`src/rtl/seq_detect_ctrl_if.sv`:
```
// Bus bundle for seq_detect_ctrl: run configuration, start/abort, serial bit stream and status.
// The last_pos stamp only exists when MATCH_STAMP_EN is defined.
interface seq_detect_ctrl_if #(
    parameter int MAX_LEN = 8,
    parameter int CNT_W   = 8,
    parameter int TMO_W   = 16
);
    logic [MAX_LEN-1:0] cfg_pattern;
    logic [3:0]         cfg_len;
    logic               cfg_overlap;
    logic [CNT_W-1:0]   cfg_target;
    logic [TMO_W-1:0]   cfg_timeout;
    logic               start;
    logic               abort;
    logic               x_valid;
    logic               x;
    logic               busy;
    logic               hit;
    logic [CNT_W-1:0]   match_cnt;
    logic               done;
    logic               timed_out;
    logic               cfg_err;
`ifdef MATCH_STAMP_EN
    logic [15:0]        last_pos;
`endif

    // Handshake: start is a one-cycle request sampled only in IDLE; x is consumed on every
    // rising edge where x_valid=1 while busy, with no backpressure. hit/done/cfg_err are pulses.
    modport master (
        output cfg_pattern, cfg_len, cfg_overlap, cfg_target, cfg_timeout,
        output start, abort, x_valid, x,
        input  busy, hit, match_cnt, done, timed_out, cfg_err
`ifdef MATCH_STAMP_EN
        , input last_pos
`endif
    );

    modport slave (
        input  cfg_pattern, cfg_len, cfg_overlap, cfg_target, cfg_timeout,
        input  start, abort, x_valid, x,
        output busy, hit, match_cnt, done, timed_out, cfg_err
`ifdef MATCH_STAMP_EN
        , output last_pos
`endif
    );
endinterface

```
`src/rtl/seq_detect_ctrl.sv`:
```
// Configurable serial pattern detector with a session controller (IDLE/RUN/DONE).
// Optional feature macro: MATCH_STAMP_EN adds the last_pos bit-index stamp of the latest hit.
module seq_detect_ctrl #(
    parameter int MAX_LEN = 8,
    parameter int CNT_W   = 8,
    parameter int TMO_W   = 16
) (
    input  logic              clk,
    input  logic              rst,
    seq_detect_ctrl_if.slave  bus
);
    typedef enum logic [1:0] {
        IDLE = 2'd0,
        RUN  = 2'd1,
        DONE = 2'd2
    } state_e;

    localparam logic [3:0] MAX_LEN_L = 4'(MAX_LEN);

    state_e             state_q, state_d;
    logic [MAX_LEN-1:0] pat_q, pat_d;
    logic [3:0]         len_q, len_d;
    logic               ovl_q, ovl_d;
    logic [CNT_W-1:0]   tgt_q, tgt_d;
    logic [TMO_W-1:0]   lim_q, lim_d;
    logic [MAX_LEN-2:0] win_q, win_d;
    logic [3:0]         fill_q, fill_d;
    logic [TMO_W-1:0]   tmo_q, tmo_d;
    logic [CNT_W-1:0]   cnt_q, cnt_d;
    logic               hit_q, hit_d;
    logic               tout_q, tout_d;
    logic               err_q, err_d;
`ifdef MATCH_STAMP_EN
    logic [15:0]        pos_q, pos_d;
    logic [15:0]        last_q, last_d;
`endif

    logic [MAX_LEN-1:0] window;
    logic [MAX_LEN-1:0] mask;
    logic [3:0]         fill_inc;
    logic [TMO_W-1:0]   tmo_inc;
    logic [CNT_W-1:0]   cnt_inc;
    logic               match_now;

    always_ff @(posedge clk or negedge rst) begin
        if (!rst) begin
            state_q <= IDLE;
            pat_q   <= '0;
            len_q   <= '0;
            ovl_q   <= 1'b0;
            tgt_q   <= '0;
            lim_q   <= '0;
            win_q   <= '0;
            fill_q  <= '0;
            tmo_q   <= '0;
            cnt_q   <= '0;
            hit_q   <= 1'b0;
            tout_q  <= 1'b0;
            err_q   <= 1'b0;
`ifdef MATCH_STAMP_EN
            pos_q   <= '0;
            last_q  <= '0;
`endif
        end else begin
            state_q <= state_d;
            pat_q   <= pat_d;
            len_q   <= len_d;
            ovl_q   <= ovl_d;
            tgt_q   <= tgt_d;
            lim_q   <= lim_d;
            win_q   <= win_d;
            fill_q  <= fill_d;
            tmo_q   <= tmo_d;
            cnt_q   <= cnt_d;
            hit_q   <= hit_d;
            tout_q  <= tout_d;
            err_q   <= err_d;
`ifdef MATCH_STAMP_EN
            pos_q   <= pos_d;
            last_q  <= last_d;
`endif
        end
    end

    // The compared window is the stored history plus the bit arriving this cycle.
    always_comb begin
        window   = {win_q, bus.x};
        fill_inc = (fill_q == MAX_LEN_L) ? fill_q : fill_q + 4'd1;
        tmo_inc  = tmo_q + TMO_W'(1);
        cnt_inc  = (cnt_q == '1) ? cnt_q : cnt_q + CNT_W'(1);
        mask     = '0;
        for (int i = 0; i < MAX_LEN; i++) begin
            mask[i] = (i < int'(len_q));
        end
        match_now = bus.x_valid && (fill_inc >= len_q) && ((window & mask) == (pat_q & mask));
    end

    always_comb begin
        state_d = state_q;
        pat_d   = pat_q;
        len_d   = len_q;
        ovl_d   = ovl_q;
        tgt_d   = tgt_q;
        lim_d   = lim_q;
        win_d   = win_q;
        fill_d  = fill_q;
        tmo_d   = tmo_q;
        cnt_d   = cnt_q;
        hit_d   = 1'b0;
        tout_d  = tout_q;
        err_d   = 1'b0;
`ifdef MATCH_STAMP_EN
        pos_d   = pos_q;
        last_d  = last_q;
`endif
        case (state_q)
            IDLE: begin
                if (bus.start) begin
                    if (bus.cfg_len == 4'd0 || bus.cfg_len > MAX_LEN_L) begin
                        err_d = 1'b1;
                    end else begin
                        pat_d   = bus.cfg_pattern;
                        len_d   = bus.cfg_len;
                        ovl_d   = bus.cfg_overlap;
                        tgt_d   = bus.cfg_target;
                        lim_d   = bus.cfg_timeout;
                        win_d   = '0;
                        fill_d  = '0;
                        tmo_d   = '0;
                        cnt_d   = '0;
                        tout_d  = 1'b0;
`ifdef MATCH_STAMP_EN
                        pos_d   = '0;
                        last_d  = '0;
`endif
                        state_d = RUN;
                    end
                end
            end
            RUN: begin
                if (bus.abort) begin
                    state_d = IDLE;
                end else begin
                    tmo_d = tmo_inc;
                    if (bus.x_valid) begin
                        win_d  = window[MAX_LEN-2:0];
                        fill_d = fill_inc;
`ifdef MATCH_STAMP_EN
                        pos_d  = pos_q + 16'd1;
`endif
                    end
                    if (match_now) begin
                        hit_d = 1'b1;
                        cnt_d = cnt_inc;
                        tmo_d = '0;
                        if (!ovl_q) fill_d = '0;
`ifdef MATCH_STAMP_EN
                        last_d = pos_q;
`endif
                        if (tgt_q != '0 && cnt_inc == tgt_q) state_d = DONE;
                    end else if (lim_q != '0 && tmo_inc == lim_q) begin
                        tout_d  = 1'b1;
                        state_d = DONE;
                    end
                end
            end
            DONE:    state_d = IDLE;
            default: state_d = IDLE;
        endcase
    end

    assign bus.busy      = (state_q == RUN);
    assign bus.done      = (state_q == DONE);
    assign bus.hit       = hit_q;
    assign bus.match_cnt = cnt_q;
    assign bus.timed_out = tout_q;
    assign bus.cfg_err   = err_q;
`ifdef MATCH_STAMP_EN
    assign bus.last_pos  = last_q;
`endif
endmodule
```
`src/flat_wrapper.sv`:
```
// flat-port wrapper written by rule: the top's interface ports become plain ports
module seq_detect_ctrl_flat 
#(
    parameter int MAX_LEN = 8,
    parameter int CNT_W   = 8,
    parameter int TMO_W   = 16
)
  (clk, rst, bus_cfg_pattern, bus_cfg_len, bus_cfg_overlap, bus_cfg_target, bus_cfg_timeout, bus_start, bus_abort, bus_x_valid, bus_x, bus_busy, bus_hit, bus_match_cnt, bus_done, bus_timed_out, bus_cfg_err);
  seq_detect_ctrl_if #(.MAX_LEN(MAX_LEN), .CNT_W(CNT_W), .TMO_W(TMO_W)) bus_i ();
  input  logic clk;
  input  logic rst;
  input wire logic [$bits(bus_i.cfg_pattern)-1:0] bus_cfg_pattern;
  input wire logic [$bits(bus_i.cfg_len)-1:0] bus_cfg_len;
  input wire logic [$bits(bus_i.cfg_overlap)-1:0] bus_cfg_overlap;
  input wire logic [$bits(bus_i.cfg_target)-1:0] bus_cfg_target;
  input wire logic [$bits(bus_i.cfg_timeout)-1:0] bus_cfg_timeout;
  input wire logic [$bits(bus_i.start)-1:0] bus_start;
  input wire logic [$bits(bus_i.abort)-1:0] bus_abort;
  input wire logic [$bits(bus_i.x_valid)-1:0] bus_x_valid;
  input wire logic [$bits(bus_i.x)-1:0] bus_x;
  output wire logic [$bits(bus_i.busy)-1:0] bus_busy;
  output wire logic [$bits(bus_i.hit)-1:0] bus_hit;
  output wire logic [$bits(bus_i.match_cnt)-1:0] bus_match_cnt;
  output wire logic [$bits(bus_i.done)-1:0] bus_done;
  output wire logic [$bits(bus_i.timed_out)-1:0] bus_timed_out;
  output wire logic [$bits(bus_i.cfg_err)-1:0] bus_cfg_err;
  assign bus_i.cfg_pattern = bus_cfg_pattern;
  assign bus_i.cfg_len = bus_cfg_len;
  assign bus_i.cfg_overlap = bus_cfg_overlap;
  assign bus_i.cfg_target = bus_cfg_target;
  assign bus_i.cfg_timeout = bus_cfg_timeout;
  assign bus_i.start = bus_start;
  assign bus_i.abort = bus_abort;
  assign bus_i.x_valid = bus_x_valid;
  assign bus_i.x = bus_x;
  assign bus_busy = bus_i.busy;
  assign bus_hit = bus_i.hit;
  assign bus_match_cnt = bus_i.match_cnt;
  assign bus_done = bus_i.done;
  assign bus_timed_out = bus_i.timed_out;
  assign bus_cfg_err = bus_i.cfg_err;
  seq_detect_ctrl #(.MAX_LEN(MAX_LEN), .CNT_W(CNT_W), .TMO_W(TMO_W)) u_core (.clk(clk), .rst(rst), .bus(bus_i));
endmodule
```
`config.mk`:
```
export PLATFORM = sky130hd
export DESIGN_NAME = seq_detect_ctrl_flat
export DESIGN_NICKNAME = d
export VERILOG_FILES = /design/src/rtl/seq_detect_ctrl_if.sv /design/src/rtl/seq_detect_ctrl.sv /design/src/flat_wrapper.sv
export SDC_FILE = /design/constraint.sdc
export NUM_CORES = 1
export LEC_CHECK = 0
export CAP_MARGIN = 20
export CORE_MARGIN = 5
export CORE_UTILIZATION = 40
export CTS_CLUSTER_DIAMETER = 40
export CTS_CLUSTER_SIZE = 40
export DETAILED_ROUTE_END_ITERATION = 16
export PLACE_DENSITY = 0.71
export REMOVE_ABC_BUFFERS = 1
export SLEW_MARGIN = 30
export SYNTH_ARGS = -nofsm -noshare
export SYNTH_HDL_FRONTEND = slang
export SYNTH_SLANG_ARGS = --single-unit
```
`constraint.sdc`:
```
create_clock -name clk -period 3.1 [get_ports clk]
set_input_delay 0.31 -clock clk [delete_from_list [all_inputs] [get_ports clk]]
set_output_delay 0.31 -clock clk [all_outputs]
set_load 0.02 [all_outputs]
```
After elaboration in Yosys (flattened, before gate mapping)
Cells that the tools add are included.
{"block": "op_classes", "add_sub_neg": 3, "multipliers": 0, "n_div": 0, "magnitude_cmp": 10, "n_eq_ne": 16, "shifts": 0, "mux": 43, "bitwise": 3, "reduce_logical": 16}
{"op": "2-to-1 mux 16 bit", "n": 4}
{"op": "2-to-1 mux 8 bit", "n": 5}
{"op": "one-hot mux 16 bit (2 select lines)", "n": 1}
{"op": "2-to-1 mux 4 bit", "n": 7}
{"op": "2-to-1 mux 7 bit", "n": 4}
{"op": "adder 16 x 1 -> 16 bit, second input constant", "n": 1}
{"op": "AND 8 bit", "n": 2}
{"op": "== test 16 bit", "n": 1}
{"op": "== test 8 bit", "n": 2}
{"op": "< comparator 3 x 4 -> 1 bit, first input constant", "n": 4}
{"op": "one-hot mux 8 bit (2 select lines)", "n": 1}
{"op": "nonzero test 16 bit", "n": 1}
{"op": "one-hot mux 7 bit (2 select lines)", "n": 1}
{"op": "2-to-1 mux 2 bit", "n": 6}
{"op": "2-to-1 mux 1 bit", "n": 11}
{"op": "inequality test 2 bit, second input constant", "n": 5}
{"op": "AND reduction 5 bit", "n": 2}
{"op": "adder 8 x 1 -> 8 bit, second input constant", "n": 1}
{"op": "== test 8 bit, second input constant", "n": 1}
{"op": "< comparator 1 x 4 -> 1 bit, first input constant", "n": 2}
{"op": "< comparator 2 x 4 -> 1 bit, first input constant", "n": 2}
{"op": "one-hot mux 4 bit (2 select lines)", "n": 1}
{"op": "AND reduction 4 bit", "n": 2}
{"op": "nonzero test 8 bit", "n": 1}
{"op": "19 further kinds", "n": 23}
{"block": "totals", "ff_bits": 77, "latchBits": 0, "ramBits": 0, "rom_bits": 0, "input_bits": 43, "output_inout_bits": 13, "word_cells": 104, "mem_count": 0}

Logic depth before layout (Yosys ltp)
{"block": "logic_depth", "depth_word": 8, "mapped_depth": 14}

Least setup slack after synthesis
No wires, ideal clock.
{"block": "synth_path", "path_kind": "register to register", "from": "register u_core.fill_q[0]", "to": "register u_core.state_q[1]", "setup_ns": 0.120, "arrival_time_ns": 2.699, "required_time_ns": 2.980, "slack_ns": 0.281, "stages_incl_launch_ff": 14, "n_path_buf": 0, "cell_sequence": "dfrtp_1 > inv_1 > ha_1 > nand2_1 > nor2_1 > xnor2_1 > ha_1 > nand2b_1 > a211o_1 > a21oi_2 > nor3_4 > nor3_1 > o21ai_0 > and3_1"}
{"block": "synth_via", "elab_chain_len": 8}
{"element": "from (decl)", "line": "seq_detect_ctrl.sv:27", "text": "logic [3:0] fill_q, fill_d;"}
{"element": "from (signal assigned)", "line": "seq_detect_ctrl.sv:72", "text": "fill_q <= fill_d;"}
{"element": "adder 4 x 1 -> 4 bit or == test 4 bit (tied branches)", "line": "seq_detect_ctrl.sv:88", "text": "fill_inc = (fill_q == MAX_LEN_L) ? fill_q : fill_q + 4'd1;"}
{"element": "2-to-1 mux 4 bit (*)", "line": "seq_detect_ctrl.sv:88"}
{"element": ">= comparator 4 bit (*)", "line": "seq_detect_ctrl.sv:95", "text": "match_now = bus.x_valid && (fill_inc >= len_q) && ((window & mask) == (pat_q & mask));"}
{"element": "logical AND 1 bit (*) (2 in series)", "line": "seq_detect_ctrl.sv:95"}
{"element": "2-to-1 mux 2 bit", "line": "seq_detect_ctrl.sv:152", "text": "if (match_now) begin"}
{"element": "2-to-1 mux 2 bit", "line": "seq_detect_ctrl.sv:141", "text": "if (bus.abort) begin"}
{"element": "one-hot mux 2 bit (2 select lines)", "line": "seq_detect_ctrl.sv:116", "text": "case (state_q)"}
{"element": "to (signal assigned)", "line": "seq_detect_ctrl.sv:65", "text": "state_q <= state_d;"}
{"element": "to (decl)", "line": "seq_detect_ctrl.sv:20", "text": "state_e state_q, state_d;"}
Mark *: on every way between the ends. The rest lies on a longest branch, timed or not.
A chain may end at the register's enable or synchronous reset.

Worst setup path in the final report
Same ends and word-level chain as after synthesis.

==> impl_metrics.csv <==
group,metric,value,unit
run_status,status,"finished with violations",
run_status,violations,"hold timing",
yosys,yosysWarnings,0,
route,vias,3623,
yosys,synthArstFlopShare,1.00,
clocking,cts_sinks,77,
clocking,cts-resized-gates,0,
clocking,clk_pin_slew,0.06,ns
clocking,cts_max_path_buffers,2,
yosys,synth_xor_area_frac,0.0669,
power,combPwrFrac,0.314,
yosys,synthSimpleGateAreaFrac,0.191,
timing,final_max_slew_viol_count,0,
clocking,ctsHoldBuffers,0,
yosys,ys_seq_area_frac,0.421,
yosys,synth_top_area_frac,0.421,
route,vias_per_cell,5.55,
clocking,h-tree-depth,3,
route,drtAntennaViolNets,0,
yosys,ys_types,73,
timing,setup-violations-final,0,
timing,worst_pin_slew,0.864,ns
timing,fmax,350,MHz
timing,clock_skew,0.00889,ns
yosys,syn-instance-count,458,
route,first_pass_iters,5,
place,pre_cts_slack,0.264,ns
yosys,synthMuxAreaShare,0.105,
timing,rsz0062_at_grt,"false",
clocking,root_buffer,"clkbuf_16",
clocking,insertion_delay,0.34,ns
route,dr.first_iter.drc_count,331,
yosys,synth_largest_area_cell,"dfrtp_1",
yosys,synth_area,0.00458,mm²
power,p_leak,2.28,nW
timing,hold_ws,-0.0164,ns
power,vdd_drop_max,0.311,mV
clocking,numCtsBuffers,9,
place,io_buffers,55,
cells_and_area,final_nets,556,
yosys,synthAdderAreaFrac,0.0218,
worst_setup_path,end_kind,"flop",
power,p_sw,1.27,mW
floorplan,start_util,0.405,
floorplan,die-area,0.0137,mm²
grt,globalRouteTotalUtil,0.159,
place,dp_hpwl,7410,µm
timing,final_hold_viol_count,18,
cells_and_area,stdcell_area,0.00553,mm²
power,internal_power,2.50,mW
yosys,synth.most_common_cell,"dfrtp_1",
timing,slew_headroom,0.424,
route,wl_per_cell,15.6,µm
worst_setup_path,critPathKind,"flop to flop",
power,clockPowerShare,0.276,
yosys,netlist_top_cells_count,"dfrtp_1, nand2_1, mux2_2, nand3_1, o21ai_1",
grt,gr-total-overflow,0,
power,finalPower,3.78,mW
grt,grt_pass1_vias,3484,
worst_setup_path,start_kind,"flop",
route,drc,0,
cells_and_area,n_antenna_cell,0,
yosys,synth_top_family_by_area,"simple AND/OR/NAND/NOR gates",
floorplan,die_x,117,µm
yosys,synth_compound_area_frac,0.158,
grt,grt_pass1_wl,17300,µm
worst_setup_path,cp.arrival,3.08,ns
grt,grt_max_degree,78,
yosys,syn_avg_cell_area,10.0,µm²
worst_setup_path,worst-endpoint-required,3.32,ns
yosys,yosys-top-cells-area,"dfrtp_1, mux2_2, nand2_1, xnor2_1, xor2_1",
timing,finalCriticalPeriod,2.85,ns
power,swShare,0.337,
worst_hold_path,hold_class,"input pin to async pin",
run,maxCapViolations,0,
yosys,synth_edf_count,0,
floorplan,num_io_pins,56,
floorplan,std_cell_rows,39,
power,seq_power_share,0.410,
timing,period_share,0.921,
cells_and_area,drive_gt1_frac,0.159,
timing,finalWorstSetupSlack,0.245,ns
place,place_area,0.00523,mm²
route,wirelength,10200,µm
clocking,post_cts_buffers,0,
floorplan,core_area,0.0113,mm²
worst_setup_path,cp_max_fo,7,
floorplan,fp.dieH,117,µm
clocking,cts_tree,"yes",
yosys,synthFlopType,"dfrtp_1",
place,gp_congestion,0.858,
yosys,ys_ff_latch,77,
power,power_density,682,mW/mm²
timing,setup_tns,0,ns
cells_and_area,syn2layout_area_growth,20.8,%
grt,antenna_found_initial,0,
[registers in the layout, indices dropped and copies added, names as in the netlist]
register / flops
u_core.bus.timed_out: 1
u_core.state_q: 2
u_core.bus.match_cnt: 8
u_core.pat_q: 8
u_core.bus.cfg_err: 1
u_core.lim_q: 16
u_core.ovl_q: 1
u_core.tmo_q: 16
u_core.bus.hit: 1
u_core.win_q: 7
u_core.tgt_q: 8
u_core.fill_q: 4
u_core.len_q: 4
[final cells by class]
type	instances	area (µm²)
Clock buffer	14	284
Clock inverter	2	15.0
Timing Repair Buffer	60	602
Multi-Input combinational cell	346	2480
Fill cell	1079	5790
Inverter	11	41.3
Tap cell	143	179
Sequential cell	77	1930
[worst paths after layout]
| check | start | to | slack [ns] | cells after the start |
|---|---|---|---|---|
| worst max-delay path | u_core.fill_q[0] | u_core.state_q[1] | 0.25 | 14 |
| worst min-delay path | rst | u_core.lim_q[11] | -0.02 | 1 |
| min in group clk | u_core.ovl_q | u_core.ovl_q | 0.51 | 1 |
| max in group asynchronous | rst | u_core.fill_q[1] | 2.59 | 1 |
| worst min register to register | u_core.ovl_q | u_core.ovl_q | 0.51 | 1 |
| worst max register to register | u_core.fill_q[0] | u_core.state_q[1] | 0.25 | 14 |
[per-layer routing]
| layer | part of all wire | vias up | wire [µm] | track usage |
|---|---|---|---|---|
| met3 | 0.051 | 13 | 516 | 0.0344 |
| li1 | - | 1762 | - | - |
| met2 | 0.47 | 94 | 4770 | 0.244 |
| met4 | 0.013 | 0 | 136 | 0.0474 |
| met1 | 0.47 | 1754 | 4760 | 0.226 |
| met5 | 0 | - | 0 | 0 |
[power by group through the flow]
| stage | combinational [mW] | sequential [mW] | clock, mW |
|---|---|---|---|
| floorplan | 0.909 | 1.48 | 0 |
| global placement | 1.16 | 1.56 | 0 |
| detailed placement | 1.20 | 1.57 | 0 |
| CTS | 1.20 | 1.55 | 1.07 |
| global route | 1.31 | 1.60 | 1.11 |
| finish | 1.19 | 1.55 | 1.04 |
[through the flow]
step | utilization | hold WS (ns) | cells
after floorplan | - | 0.0144 | 434
after global placement | 0.462 | 0.495 | 637
after detailed placement | 0.462 | 0.510 | 637
after CTS | 0.488 | 0.176 | 653
after global routing | 0.489 | 0.0585 | 653
final | 0.489 | -0.0164 | 653
[cell usage in the layout (no fill, tap or decap), types with 3 or more instances in the layout]
master / instances
a31oi_1: 5
nor3_1: 10
xnor2_1: 18
and3_1: 3
inv_1: 10
o31ai_1: 9
ha_1: 8
nand4_1: 10
nand3_1: 22
o21ai_1: 22
clkbuf_16: 9
nand2b_1: 4
nor2_1: 19
dfrtp_1: 77
clkdlybuf4s50_1: 54
xor2_1: 17
buf_4: 4
and4_1: 3
nor2b_1: 6
mux2_2: 37
a32o_1: 3
nand2_1: 53
o41ai_1: 3
mux2i_1: 4
a21oi_1: 17
nor4_1: 7
clkbuf_8: 4
a211o_1: 3
o21ai_0: 13
[worst max-delay path, cell delays in order, from the launching register on]
cell and delay [ns]:
dfrtp_1 0.41, inv_1 0.10, ha_1 0.14, nand2_1 0.07, nor2_1 0.13, xnor2_1 0.16, ha_1 0.26, nand2b_1 0.14
a211o_1 0.30, a21oi_2 0.25, nor3_4 0.10, nor3_1 0.15, buf_4 0.19, o21ai_0 0.14, and3_1 0.20
[cells by family (layout without fill, tap and decap cells)]
group / count (synthesis) / after routing
simple gates: 159 / 159
xor+xnor: 35 / 35
compound gates: 102 / 102
mux: 42 / 42
buf+inv: 35 / 87
flops: 77 / 77
fa+ha+maj: 8 / 8
No activity file was read; power rests on OpenSTA's default activity.
